`src/rtl/instr_encoder.sv`:
```
// instr_encoder: packs field-level RV32I requests into 32-bit words and writes them to consecutive IMEM words.
// Latency: accept at edge N -> imem_we/imem_addr/imem_din valid during cycle N+1; count follows at edge N+1.
// Backpressure: in_ready is low outside RUN, during start, and once the DEPTH word budget (incl. pending write) is used.
//
// Ports:
//   clk, rst_n            sole clock; synchronous active-low reset
//   start                 rewind the writer to BASE_ADDR and enter RUN (restarts from any state)
//   in_valid/in_ready     request handshake; in_ready never depends on in_valid
//   in_fmt..in_imm        instruction fields (fmt 0 R,1 I,2 S,3 B,4 U,5 J; 6-7 illegal)
//   in_last               final request of the program
//   imem_we/addr/din      one-cycle IMEM write strobe, word address and encoded word
//   count                 words written since start
//   done, err             DONE state flag; sticky illegal-request-dropped flag
//
// Optional build macro: INSTR_ENCODER_RANGE_CHECK_EN -- immediates that do not fit their
// format are dropped like illegal formats instead of being silently truncated.

module instr_encoder #(
   parameter int unsigned ADDR_W    = 12,
   parameter int unsigned BASE_ADDR = 0,
   parameter int unsigned DEPTH     = 1024
) (
   input  logic              clk,
   input  logic              rst_n,
   input  logic              start,
   input  logic              in_valid,
   output logic              in_ready,
   input  logic [2:0]        in_fmt,
   input  logic [6:0]        in_opcode,
   input  logic [4:0]        in_rd,
   input  logic [4:0]        in_rs1,
   input  logic [4:0]        in_rs2,
   input  logic [2:0]        in_funct3,
   input  logic [6:0]        in_funct7,
   input  logic [31:0]       in_imm,
   input  logic              in_last,
   output logic              imem_we,
   output logic [ADDR_W-1:0] imem_addr,
   output logic [31:0]       imem_din,
   output logic [ADDR_W:0]   count,
   output logic              done,
   output logic              err
);

   localparam logic [ADDR_W-1:0] BASE    = ADDR_W'(BASE_ADDR);
   localparam logic [ADDR_W+1:0] DEPTH_W = (ADDR_W+2)'(DEPTH);

   typedef enum logic [1:0] {IDLE, RUN, DONE} state_t;

   state_t              state_q, state_d;
   logic [ADDR_W-1:0]   ptr_q;
   logic [31:0]         enc_word;
   logic                fmt_ok;
   logic                range_ok;
   logic                legal;
   logic                accept;
   logic [ADDR_W+1:0]   words_used;

   // Words committed so far, including a write registered last cycle that has not yet hit count.
   assign words_used = {1'b0, count} + {{(ADDR_W+1){1'b0}}, imem_we};
   assign accept     = in_valid && in_ready;
   assign fmt_ok     = (in_fmt <= 3'd5);
   assign legal      = fmt_ok && range_ok;

   always_comb begin
      enc_word = '0;
      case (in_fmt)
         3'd0: enc_word = {in_funct7, in_rs2, in_rs1, in_funct3, in_rd, in_opcode};
         3'd1: enc_word = {in_imm[11:0], in_rs1, in_funct3, in_rd, in_opcode};
         3'd2: enc_word = {in_imm[11:5], in_rs2, in_rs1, in_funct3, in_imm[4:0], in_opcode};
         3'd3: enc_word = {in_imm[12], in_imm[10:5], in_rs2, in_rs1, in_funct3,
                           in_imm[4:1], in_imm[11], in_opcode};
         3'd4: enc_word = {in_imm[31:12], in_rd, in_opcode};
         3'd5: enc_word = {in_imm[20], in_imm[10:1], in_imm[11], in_imm[19:12], in_rd, in_opcode};
         default: enc_word = '0;
      endcase
   end

`ifdef INSTR_ENCODER_RANGE_CHECK_EN
   // Sign-extension checks: every bit above the encodable field must equal the field's sign bit.
   always_comb begin
      range_ok = 1'b1;
      case (in_fmt)
         3'd1, 3'd2: range_ok = (&in_imm[31:11]) || !(|in_imm[31:11]);
         3'd3:       range_ok = ((&in_imm[31:12]) || !(|in_imm[31:12])) && !in_imm[0];
         3'd4:       range_ok = (in_imm[11:0] == 12'd0);
         3'd5:       range_ok = ((&in_imm[31:20]) || !(|in_imm[31:20])) && !in_imm[0];
         default:    range_ok = 1'b1;
      endcase
   end
`else
   assign range_ok = 1'b1;
`endif

   always_ff @(posedge clk) begin
      if (!rst_n) state_q <= IDLE;
      else        state_q <= state_d;
   end

   always_comb begin
      state_d  = state_q;
      in_ready = 1'b0;
      case (state_q)
         IDLE: if (start) state_d = RUN;
         RUN: begin
            if (start) begin
               state_d = RUN;
            end else begin
               in_ready = (words_used < DEPTH_W);
               // Leave RUN on the last request, or on the write that exhausts the word budget.
               if (accept && (in_last || (legal && (words_used + 1'b1 == DEPTH_W))))
                  state_d = DONE;
            end
         end
         DONE: if (start) state_d = RUN;
         default: state_d = IDLE;
      endcase
   end

   always_ff @(posedge clk) begin
      if (!rst_n) begin
         ptr_q     <= BASE;
         imem_we   <= 1'b0;
         imem_addr <= BASE;
         imem_din  <= '0;
         count     <= '0;
         err       <= 1'b0;
      end else begin
         // A write registered last cycle is still presented this cycle even across a restart.
         imem_we <= accept && legal;
         if (accept && legal) begin
            imem_addr <= ptr_q;
            imem_din  <= enc_word;
            ptr_q     <= ptr_q + 1'b1;
         end
         if (start) begin
            ptr_q <= BASE;
            count <= '0;
            err   <= 1'b0;
         end else begin
            count <= count + {{ADDR_W{1'b0}}, imem_we};
            if (accept && !legal) err <= 1'b1;
         end
      end
   end

   assign done = (state_q == DONE);

endmodule

```
`config.mk`:
```
export PLATFORM = sky130hd
export DESIGN_NAME = instr_encoder
export DESIGN_NICKNAME = d
export VERILOG_FILES = /design/src/rtl/instr_encoder.sv
export SDC_FILE = /design/constraint.sdc
export NUM_CORES = 1
export LEC_CHECK = 0
export BUFFER_PORTS_ARGS = -buffer_cell sky130_fd_sc_hd__buf_2
export CORE_AREA = 3 3 98 100
export DETAILED_ROUTE_END_ITERATION = 6
export DIE_AREA = 0 0 101 103
export PLACE_DENSITY = 0.64
export SLEW_MARGIN = 40
export SYNTH_ARGS = -nofsm -noshare
export SYNTH_HDL_FRONTEND = slang
export SYNTH_SLANG_ARGS = --single-unit
```
`constraint.sdc`:
```
create_clock -name clk -period 3.6 [get_ports clk]
set_clock_uncertainty 0.2 [all_clocks]
set_input_delay 0.54 -clock clk [delete_from_list [all_inputs] [get_ports clk]]
set_output_delay 0.54 -clock clk [all_outputs]
set_load 0.02 [all_outputs]
```
# After elaboration in Yosys (flattened, before gate mapping)

Cells that the tools add are included.

Register bits after elaboration: 73
Input port bits: 72
Output and inout bits: 61
Logic and storage cells: 43

Add/sub/neg operators: 4
Magnitude comparators: 2
Equality and inequality tests: 10
Multiplexer cells: 7
Bitwise logic cells: 1
Reductions and logical operators: 12

Operator list:

| cell                                                         | count |
|---|---|
| one-hot mux 32 bit (6 select lines)                          | 1 |
| adder 13 x 1 -> 14 bit                                       | 1 |
| adder 14 x 1 -> 14 bit, second input constant                | 1 |
| == test 14 x 11 -> 1 bit, second input constant              | 1 |
| less-than comparator 14 x 11 -> 1 bit, second input constant | 1 |
| adder 13 x 1 -> 13 bit                                       | 1 |
| adder 12 x 1 -> 12 bit, second input constant                | 1 |
| == test 3 x 2 -> 1 bit, second input constant                | 2 |
| == test 3 bit, second input constant                         | 2 |
| 2-to-1 mux 2 bit                                             | 3 |
| logical AND 1 bit                                            | 5 |
| one-hot mux 2 bit (2 select lines)                           | 1 |
| OR reduction 2 bit                                           | 2 |
| == test 3 x 1 -> 1 bit, second input constant                | 1 |
| less-or-equal comparator 3 bit, second input constant        | 1 |
| zero test 3 bit                                              | 1 |
| != test 3 bit, second input constant                         | 1 |
| == test 2 x 1 -> 1 bit, second input constant                | 1 |
| == test 2 bit, second input constant                         | 1 |
| zero test 2 bit                                              | 1 |
| 2-to-1 mux 1 bit                                             | 2 |
| != test 2 x 1 -> 1 bit, second input constant                | 1 |
| AND reduction 2 bit                                          | 1 |
| zero test 1 bit                                              | 1 |
| 2 further kinds                                              | 2 |

# Longest topological paths before layout

Depth in word-level cells: 9
Depth in mapped cells: 9
Gate-level depth less buffers: 6

# Worst setup path after synthesis

No wires, ideal clock.

Path kind: register to register
Start point: reg imem_we
End point: reg ptr_q[7]
Library setup time: 0.132 ns
Data arrival time: 2.464 ns
Required time: 3.268 ns
Path slack: 0.804 ns
Stages on the path, launching flop included: 10
Buffers on the path: 3
Period minus slack after synthesis: 2.796 ns
Cells stage by stage: dfxtp_1 ha_1 buf_2 nand4_1 or4b_4 a221o_1 buf_2 buf_2 o31ai_1 a21oi_1

Word-level cells in the longest chain between the ends: 6

Ends and longest elaborated chain:

| element                               | RTL line | source |
|---|---|---|
| from (decl)                           | 37       | `output logic imem_we,` |
| from (signal assigned)                | 130      | `imem_we <= accept && legal;` |
| adder 13 x 1 -> 14 bit                | 60       | `assign words_used = {1'b0, count} + {{(ADDR_W+1){1'b0}}, imem_we};` |
| less-than comparator 14 x 11 -> 1 bit | 109      | `in_ready = (words_used < DEPTH_W);` |
| 2-to-1 mux 1 bit                      | 106      | `if (start) begin` |
| 2-to-1 mux 1 bit                      | 103      | `case (state_q)` |
| logical AND 1 bit                     | 61       | `assign accept = in_valid && in_ready;` |
| logical AND 1 bit                     | 131      | `if (accept && legal) begin` |
| to (signal assigned)                  | 134      | `ptr_q <= ptr_q + 1'b1;` |
| to (decl)                             | 51       | `logic [ADDR_W-1:0] ptr_q;` |

Every way passes these cells.
A chain may end at the register's enable or synchronous reset.

# Final worst setup path

Start point: reg imem_we
End point: reg ptr_q[10]

Same word-level chain as after synthesis.

==> results.cfg <==
[timing]
rsz0062_at_grt = no
whs_ns = 0.238
worst-slew-pin-transition_ns = 0.760
min_period_over_period_pct = 87.0
fin_crit_ns = 3.13
final_hold_viol_count = 0
fin_setup_tns_ns = 0
relSlewSlack_pct = 49.3
setup_violations = 0
fmax_mhz = 319
slew_violations = 0

[critical_path]
slowest_delay_ns = 0.61
cp_cell_sequence = ha_1, nand4_1, or4b_4, a221o_2, or4_1, a21oi_1
worst_ep_required_time_ns = 3.67
r2r-end = ptr_q[10]
cp-end-kind = register
regToRegSetupSlack_ns = 0.47
r2r_cells = 6
critical_path_class = register to register
cp.arrival_ns = 3.20
start_kind = register
crit_path_max_fanout = 34
crit_slowest_cell = a221o_2
r2r-start = imem_we

[drt]
drt-pass1-iter-count = 4
drt-total-wl_um = 9360
drtIter0Drc = 106
drc = 0
post_drt_via_cell_ratio = 5.38
antenna_left = 0
vias = 3419
wl_per_cell_um = 14.7

[synth]
synth_area_leader_cell = dfxtp_1
synth-edff-count = 0
synth_top_area_share_pct = 41.8
synthDistinctLibCells = 46
yosys-top-cells-area = dfxtp_1 (42%), nand2_1 (6.0%), a22oi_1 (3.9%)
syn_avg_cell_area_um2 = 8.61
synth_area_um2 = 3500
seq_area_frac_synth_pct = 41.8
synth_common_cells = dfxtp_1 (73), nand2_1 (56), nor2_1 (36), clkbuf_1 (23), a22oi_1 (18)
syn-num-nets = 481
synth.most_common_cell = dfxtp_1
postSynthCellCount = 406
synth_top_flop_cell = dfxtp_1
ys_warn_count = 0
ys_ff_latch = 73
async_flop_share_pct = 0

[cts]
clk_latency_ns = 0.34
cts_root_buffer = clkbuf_8
postCtsSetupBuffers = 0
cts.sinks = 73
cts_tree = built
cts_hold_buf = 0
cts.clk_slew.worst_paths_ns = 0.08
htreeDepth = 3
clk_path_buf_depth = 2
cts_made_buffers = 9
post_cts_resized = 0

[placed_design]
hpwlAfterDp_um = 6810
port_buffers = 132
gp_congestion = 0.812
dpl.cell_count = 620

[die]
die_area_um2 = 10400
rows = 34
start_util_pct = 39.9
core_um2 = 8760
die_h_um = 103
ios = 133
die_width_um = 101

[min_path]
whs_path_depth = 3
hp-start = in_opcode[4]
whs_endpoint = imem_din[4]
hp-class = input port to register

[global_route]
grt_max_degree = 49
grt_pass1_vias = 3330
grt-ovfl-total = 0
grt_pass1_wl_um = 15800
grtUsageTotal_pct = 18.6
antenna_found_initial = 0

[outcome]
status = finished clean

[finish]
diodes = 0
final_layout_size_suffix_gt1_share_pct = 30.7
fin_util_pct = 51.1
area_delta_synth_final_pct = 27.9
final-instance-count-excl-fill = 636
nets = 598

[job]
drv_cap = 0

[power]
power_leakage_nw = 1.96
ir_worst_vdd_v = 0.000206
power_density_nw_per_um2 = 400
power_w = 0.00179
## critical path, delay by kind of cell (launching register included)
| kind | cells | cell delay, ns |
|---|---|---|
| AND/OR/NAND/NOR | 3 | 1.36 |
| adder cells (fa/ha/maj) | 1 | 0.34 |
| AO/OA/AOI/OAI | 2 | 0.76 |
| flip-flops | 1 | 0.37 |
## area by class of cell
class,instances,area (um2)
tap,108,135
clock buffer,9,124
inverter,7,26.3
multi-input combinational,293,1890
timing repair buffer,139,738
fill,875,4290
clock inverter,7,101
sequential,73,1460
## where the power goes
part	total (W)	internal (W)	switching [W]
Clock	0.000732	0.000398	0.000335
Combinational	0.000213	0.0000900	0.000123
Sequential	0.000842	0.000828	0.0000134
## cells by family after synthesis
kind of cell / after synthesis / share of synthesized area [%]
and+or+nand+nor: 156 / 22.5
AOI/OAI and AO/OA: 114 / 24.7
DFF: 73 / 41.8
buffers and inverters: 40 / 4.65
xor gates and xnor gates: 13 / 3.26
muxes: 7 / 2.08
adders and majority gates: 3 / 1.07
## sequential cells by signal (all words and copies together) (netlist names)
signal	flops
imem_din	32
count	13
imem_addr	12
ptr_q	12
state_q	2
err	1
imem_we	1
## placed cells by master (no fill, tap or decap), drive strengths merged, types with 6 or more instances in the layout
| master | Yosys | final |
|---|---|---|
| a221oi | 14 | 14 |
| a22oi | 18 | 18 |
| a21oi | 15 | 15 |
| inv | 6 | 9 |
| a21boi | 21 | 21 |
| nand3 | 10 | 10 |
| o211a | 12 | 12 |
| xor2 | 9 | 9 |
| nand4 | 11 | 11 |
| o21ai | 10 | 10 |
| nor3b | 14 | 14 |
| nor2 | 36 | 36 |
| clkbuf | 23 | 9 |
| o221ai | 6 | 6 |
| o31ai | 7 | 7 |
| buf | 10 | 139 |
| nand2 | 56 | 56 |
| nor2b | 6 | 6 |
| dfxtp | 73 | 73 |
| or4 | 6 | 6 |
## through the flow
stage / setup WS [ns] / cell area (um2)
final: 0.467 / 4470
after global routing: 0.298 / 4470
after CTS: 0.467 / 4470
after detailed placement: 0.500 / 4250
after global placement: 0.593 / 4250
after floorplan: 0.804 / 3500
## layer usage
| metal | share of wire [%] | global-route usage (%) | vias up |
|---|---|---|---|
| met3 | 6.5 | 4.87 | 13 |
| met2 | 49 | 31.6 | 85 |
| met5 | 0 | 0 | - |
| li1 | - | - | 1720 |
| met4 | 1.3 | 5.32 | 0 |
| met1 | 43 | 23.3 | 1601 |
## how the worst max path moves through the flow
stage / cells past startpoint / to / startpoint / slack, ns
after CTS: 6 / ptr_q[10] / imem_we / 0.47
final: 6 / ptr_q[10] / imem_we / 0.47
after global routing: 6 / ptr_q[7] / imem_we / 0.30
after floorplan: 9 / ptr_q[7] / imem_we / 0.80
after detailed placement: 6 / ptr_q[8] / imem_we / 0.50
after global placement: 6 / ptr_q[7] / imem_we / 0.59
Power figures use the tool's default switching activity.
